`config.mk`:
```
export PLATFORM = sky130hd
export DESIGN_NAME = uart_tx_param
export DESIGN_NICKNAME = d
export VERILOG_FILES = /design/src/rtl/uart_tx_param.sv
export SDC_FILE = /design/constraint.sdc
export NUM_CORES = 1
export LEC_CHECK = 0
export CORE_MARGIN = 8
export CORE_UTILIZATION = 50
export CTS_CLUSTER_SIZE = 24
export DETAILED_ROUTE_END_ITERATION = 16
export PLACE_DENSITY = 0.69
export SLEW_MARGIN = 0
export SYNTH_ARGS = -nofsm -noshare
export SYNTH_HDL_FRONTEND = slang
export SYNTH_SLANG_ARGS = --single-unit
```
`constraint.sdc`:
```
create_clock -name clk -period 4.2 [get_ports clk]
set_input_delay 0.84 -clock clk [delete_from_list [all_inputs] [get_ports clk]]
set_output_delay 0.84 -clock clk [all_outputs]
set_load 0.02 [all_outputs]
```
`src/rtl/uart_tx_param.sv`:
```
// UART transmitter with run-time selectable data width, parity, stop bits and baud divisor.
// Frame settings are captured when a frame is accepted, so inputs may change freely mid-frame.
module uart_tx_param #(
    parameter int DATA_WIDTH = 9,
    parameter int DIV_WIDTH  = 16
) (
    input  logic                  clk,
    input  logic                  resetN,
    input  logic                  txDataValid,
    input  logic [DATA_WIDTH-1:0] txDataIn,
    input  logic [DIV_WIDTH-1:0]  clocksPerBit,
    input  logic [3:0]            dataBits,
    input  logic [1:0]            parityMode,
    input  logic                  twoStop,
    input  logic                  breakReq,
    output logic                  txReady,
    output logic                  tx,
    output logic                  busy,
    output logic                  txDone
);

    typedef enum logic [2:0] {
        IDLE,
        START,
        DATA,
        PARITY,
        STOP,
        BREAK
    } stateT;

    localparam logic [3:0] MIN_BITS = 4'd5;
    localparam logic [3:0] MAX_BITS = 4'(DATA_WIDTH);

    stateT                 stateQ, stateD;
    logic [DIV_WIDTH-1:0]  cntQ, cntD;
    logic [3:0]            bitCntQ, bitCntD;
    logic [DATA_WIDTH-1:0] shiftQ, shiftD;
    logic                  txQ, txD;
    logic                  txDoneQ, txDoneD;
    logic [DIV_WIDTH-1:0]  cpbQ, cpbD;
    logic [3:0]            nBitsQ, nBitsD;
    logic                  parEnQ, parEnD;
    logic                  parBitQ, parBitD;
    logic                  twoStopQ, twoStopD;

    logic [3:0]            nBitsClamp;
    logic [DATA_WIDTH-1:0] maskedData;
    logic [DIV_WIDTH-1:0]  cpbEff;
    logic                  bitEnd;
    logic                  lastStop;

    always_comb begin
        nBitsClamp = dataBits;
        if (dataBits < MIN_BITS) begin
            nBitsClamp = MIN_BITS;
        end else if (dataBits > MAX_BITS) begin
            nBitsClamp = MAX_BITS;
        end
    end

    // Parity only covers the bits that will actually leave on the line.
    always_comb begin
        maskedData = '0;
        for (int i = 0; i < DATA_WIDTH; i++) begin
            maskedData[i] = txDataIn[i] & (4'(i) < nBitsClamp);
        end
    end

    assign cpbEff   = (clocksPerBit == '0) ? DIV_WIDTH'(1) : clocksPerBit;
    assign bitEnd   = (cntQ >= cpbQ);
    assign lastStop = twoStopQ ? (bitCntQ >= 4'd2) : 1'b1;

    always_comb begin
        stateD   = stateQ;
        cntD     = cntQ;
        bitCntD  = bitCntQ;
        shiftD   = shiftQ;
        txD      = txQ;
        cpbD     = cpbQ;
        nBitsD   = nBitsQ;
        parEnD   = parEnQ;
        parBitD  = parBitQ;
        twoStopD = twoStopQ;

        case (stateQ)
            IDLE: begin
                txD = 1'b1;
                if (breakReq) begin
                    stateD = BREAK;
                    txD    = 1'b0;
                end else if (txDataValid) begin
                    stateD   = START;
                    txD      = 1'b0;
                    cntD     = DIV_WIDTH'(1);
                    bitCntD  = 4'd1;
                    shiftD   = txDataIn;
                    cpbD     = cpbEff;
                    nBitsD   = nBitsClamp;
                    parEnD   = (parityMode == 2'b01) || (parityMode == 2'b10);
                    parBitD  = (^maskedData) ^ (parityMode == 2'b10);
                    twoStopD = twoStop;
                end
            end
            BREAK: begin
                txD = 1'b0;
                if (!breakReq) begin
                    stateD = IDLE;
                    txD    = 1'b1;
                end
            end
            default: begin
                if (!bitEnd) begin
                    cntD = cntQ + DIV_WIDTH'(1);
                end else begin
                    cntD = DIV_WIDTH'(1);
                    case (stateQ)
                        START: begin
                            stateD  = DATA;
                            txD     = shiftQ[0];
                            shiftD  = {1'b0, shiftQ[DATA_WIDTH-1:1]};
                            bitCntD = 4'd1;
                        end
                        DATA: begin
                            if (bitCntQ >= nBitsQ) begin
                                bitCntD = 4'd1;
                                if (parEnQ) begin
                                    stateD = PARITY;
                                    txD    = parBitQ;
                                end else begin
                                    stateD = STOP;
                                    txD    = 1'b1;
                                end
                            end else begin
                                txD     = shiftQ[0];
                                shiftD  = {1'b0, shiftQ[DATA_WIDTH-1:1]};
                                bitCntD = bitCntQ + 4'd1;
                            end
                        end
                        PARITY: begin
                            stateD  = STOP;
                            txD     = 1'b1;
                            bitCntD = 4'd1;
                        end
                        STOP: begin
                            txD = 1'b1;
                            if (lastStop) begin
                                stateD = IDLE;
                            end else begin
                                bitCntD = bitCntQ + 4'd1;
                            end
                        end
                        default: begin
                            stateD = IDLE;
                            txD    = 1'b1;
                        end
                    endcase
                end
            end
        endcase

        // Look ahead so txDone is high during the final stop cycle, the one ending in STOP->IDLE.
        txDoneD = (stateD == STOP) && (cntD >= cpbD) &&
                  (twoStopD ? (bitCntD >= 4'd2) : 1'b1);
    end

    always_ff @(posedge clk or negedge resetN) begin
        if (!resetN) begin
            stateQ   <= IDLE;
            cntQ     <= DIV_WIDTH'(1);
            bitCntQ  <= 4'd1;
            shiftQ   <= '0;
            txQ      <= 1'b1;
            txDoneQ  <= 1'b0;
            cpbQ     <= DIV_WIDTH'(1);
            nBitsQ   <= MIN_BITS;
            parEnQ   <= 1'b0;
            parBitQ  <= 1'b0;
            twoStopQ <= 1'b0;
        end else begin
            stateQ   <= stateD;
            cntQ     <= cntD;
            bitCntQ  <= bitCntD;
            shiftQ   <= shiftD;
            txQ      <= txD;
            txDoneQ  <= txDoneD;
            cpbQ     <= cpbD;
            nBitsQ   <= nBitsD;
            parEnQ   <= parEnD;
            parBitQ  <= parBitD;
            twoStopQ <= twoStopD;
        end
    end

    assign txReady = (stateQ == IDLE) && !breakReq;
    assign busy    = (stateQ != IDLE);
    assign tx      = txQ;
    assign txDone  = txDoneQ;

endmodule

```
==> impl_metrics.yaml <==
setup_path:
  criticalPathCategory: "flop to flop"
  critPathLaunchType: "flop"
  critPathMaxFanout: 8
  cp_data_required_time_ns: 4.42
  crit_slowest_cell: "dfrtp_1"
  critPathBufInv: 2
  cpPeakStageDelay_ns: 0.43
  crit_arrival_ns: 4.15
  cp_top_family: "compound AO/OA/AOI/OAI gates"
  critPathCaptureType: "flop"
  crit_chain: "ha_1 -> nor2b_4 -> o211a_4 -> o311ai_4 -> nand3_2 -> nor2_4 -> buf_4 -> buf_4 -> nand2_1 -> o21ai_0 -> ha_1 -> a21o_1 -> a21o_1 -> a21oi_1 -> o21ai_0 -> a21oi_1 -> a211oi_2"
clock_tree:
  cts_made_buffers: 9
  cts_tree: "done"
  clk_latency_ns: 0.34
  cts_root_buf: "clkbuf_8"
  cts_hold_buffers: 0
  h-tree-depth: 3
  cts_sinks: 57
  path_clk_slew_ns: 0.07
  clockBufferDepth: 2
synthesis:
  synth_nets: 526
  synth_xor_area_share_pct: 2.844
  yosys.area_share.simple_pct: 16.69
  postSynthAreaPerCell_um2: 8.897
  synth.cell_area_um2: 4004
  yosys_warnings: 0
  yosys.cell_types.count: 60
  synth_compound_area_share_pct: 18.62
  synth-adder-area-share_pct: 12.50
  ys.flop_type: "dfrtp_1"
  synthArstFlopShare_pct: 100.0
  synthMuxAreaShare_pct: 7.281
  synth_edf_count: 0
  syn_inst: 450
  synth_seq_area_share_pct: 35.81
  synth_top_family_by_area: "compound AO/OA/AOI/OAI gates"
  ys_ff_latch: 57
layout:
  diodes: 0
  regArea_um2: 1434
  nets: 581
  nFillCells: 668
  drive_gt1_share_pct: 12.94
  multi_input_area_um2: 2326
  syn2layout_area_growth_pct: 19.78
  fin_cells: 612
detailed_routing:
  firstDrtPassIters: 4
  wl_per_cell_um: 16.61
  via_per_inst: 5.670
  ant_nets: 0
  drc: 0
  vias: 3470
  drt-initial-drc-count: 171
  wirelength_um: 10160
placed_design:
  dp.cells: 586
  gp_congestion: 0.8853
  io_buffers: 39
  hpwl_um: 7664
floorplan:
  core_um2: 7727
  die_x_um: 105.5
  placement_rows: 32
  die_h_um: 105.5
  io_pins: 40
  dieArea_um2: 11130
  start_util_pct: 51.81
sta:
  final.min_clock_period_ns: 3.926
  max_slew_margin_pct: 42.88
  hold_viol: 0
  clock.fmax_mhz: 254.7
  setup-tns-final_ns: 0
  finalSetupViolCount: 0
  worst_slew_pin_slew_ns: 0.8567
  fin_skew_ns: 0.01447
  slew_viol_final: 0
  fin_crit_sh_pct: 93.48
  grt_setup_unrepaired: "false"
power_and_ir_drop:
  power_density_nw_per_um2: 575.9
  vdd_ir_drop_max_v: 0.0002624
  leakage_nw: 2.356
global_route:
  grt_overflow: 0
  grt_pass1_wl_um: 17310
  grt_max_degree: 36
  grt_usage_pct: 18.99
  grt_pass1_vias: 3683
  antenna_found_initial: 0
flow_run:
  cap_violations: 0
status:
  outcome: "finished, final reports clean"
worst_hold_path:
  hp-class: "flop to flop"
-- per-stage QoR --
step | utilization (%) | instance area, µm² | setup slack (ns) | total power (W) | hold slack, ns
floorplan | - | 4004 | 0.8930 | 0.001851 | 0.4368
global placement | 58.47 | 4518 | 0.2306 | 0.002157 | 0.4554
detailed placement | 58.47 | 4518 | 0.06394 | 0.002209 | 0.4574
CTS | 61.01 | 4715 | 0.03203 | 0.002740 | 0.4676
global route | 62.06 | 4796 | 0.07780 | 0.003025 | 0.5103
finish | 62.06 | 4796 | 0.2740 | 0.002762 | 0.4644
-- layout make-up --
| type | instances | area share [%] |
|---|---|---|
| multi-input combinational | 329 | 48.50 |
| sequential | 57 | 29.90 |
| timing repair buffer | 57 | 10.85 |
| inverter | 51 | 3.992 |
| clock buffer | 11 | 2.948 |
| tap | 102 | 2.661 |
| clock inverter | 5 | 1.148 |
-- sequential cells by signal (all words and copies together) (netlist names) --
register	cells
stateQ	3
parEnQ	1
shiftQ	9
nBitsQ	4
parBitQ	1
tx	1
twoStopQ	1
cntQ	16
cpbQ	16
txDone	1
bitCntQ	4
-- path summary, 6_finish.rpt --
kind,from,endpoint,slack (ns),cells past startpoint
worst min-delay path,nBitsQ[0]$_DFFE_PN1P_,nBitsQ[0]$_DFFE_PN1P_,0.46,2
min in group asynchronous,resetN,cpbQ[1]$_DFF_PN0_,0.60,1
worst min register to register,nBitsQ[0]$_DFFE_PN1P_,nBitsQ[0]$_DFFE_PN1P_,0.46,2
worst max-delay path,cntQ[1]$_DFF_PN0_,txDone$_DFF_PN0_,0.27,17
worst max register to register,cntQ[1]$_DFF_PN0_,txDone$_DFF_PN0_,0.27,17
max in group asynchronous,resetN,tx$_DFFE_PN1P_,2.70,2
-- kinds of logic after synthesis --
family	Yosys count
and+or+nand+nor	138
xor gates and xnor gates	13
AOI/OAI and AO/OA	110
DFF	57
adders and majority gates	40
buffers and inverters	64
muxes	28
-- per-layer routing --
| layer | global-route usage (%) | wire length, µm | up-vias |
|---|---|---|---|
| met5 | 0 | 0 | - |
| met3 | 3.654 | 609 | 19 |
| met4 | 8.461 | 233 | 0 |
| met1 | 22.84 | 4301 | 1635 |
| li1 | - | - | 1691 |
| met2 | 32.19 | 5020 | 125 |
-- synthesized netlist by cell type, drive strengths merged (7+ instances only) --
cell	n	area, µm²
nor2	27	108.9
and3	8	51.30
nand2	58	217.7
dfrtp	51	1276
a21oi	14	85.09
mux2i	19	190.2
ha	40	500.5
mux2	9	101.4
clkbuf	7	26.28
nand4	9	56.30
xnor2	11	96.34
o21ai	50	250.2
a31oi	10	62.56
inv	50	187.7
a21o	7	52.55
nor3	8	40.04
-- repair_timing --
item | CTS | global route
buffers inserted | 0 | 10
endpoints found under the setup margin | 0 | 1
hold endpoints to repair | 0 | 0
resized for setup | 0 | 2
-- cell usage in the layout, fill, tap and decap left out, types with 3 or more instances in the layout --
cell	n
nand2_1	58
dfrtp_1	51
inv_1	50
o21ai_0	47
ha_1	40
clkdlybuf4s50_1	38
nor2_1	26
mux2i_1	19
buf_4	18
a21oi_1	12
xnor2_1	11
a31oi_1	10
clkbuf_8	10
nand4_1	9
mux2_2	9
nor3_1	8
and3_1	7
a21o_1	7
dfstp_2	6
nor4_1	5
nor2b_1	4
nand3_1	4
o21ai_1	3
or2_2	3
a22oi_1	3
nand2b_1	3
-- power breakdown --
group	internal, W	switching (W)
logic	0.000582	0.000701
clock network	0.000288	0.000234
registers	0.000769	0.000189
-- worst reg2reg max path, cell delays in order (launching register included) --
cell and delay [ns]:
dfrtp_1 0.43, ha_1 0.33, nor2b_4 0.13, o211a_4 0.23, o311ai_4 0.40, nand3_2 0.29, nor2_4 0.27, buf_4 0.18
buf_4 0.11, nand2_1 0.04, o21ai_0 0.24, ha_1 0.29, a21o_1 0.18, a21o_1 0.17, a21oi_1 0.13, o21ai_0 0.12
a21oi_1 0.20, a211oi_2 0.07
(Power assumes the default switching activity.)
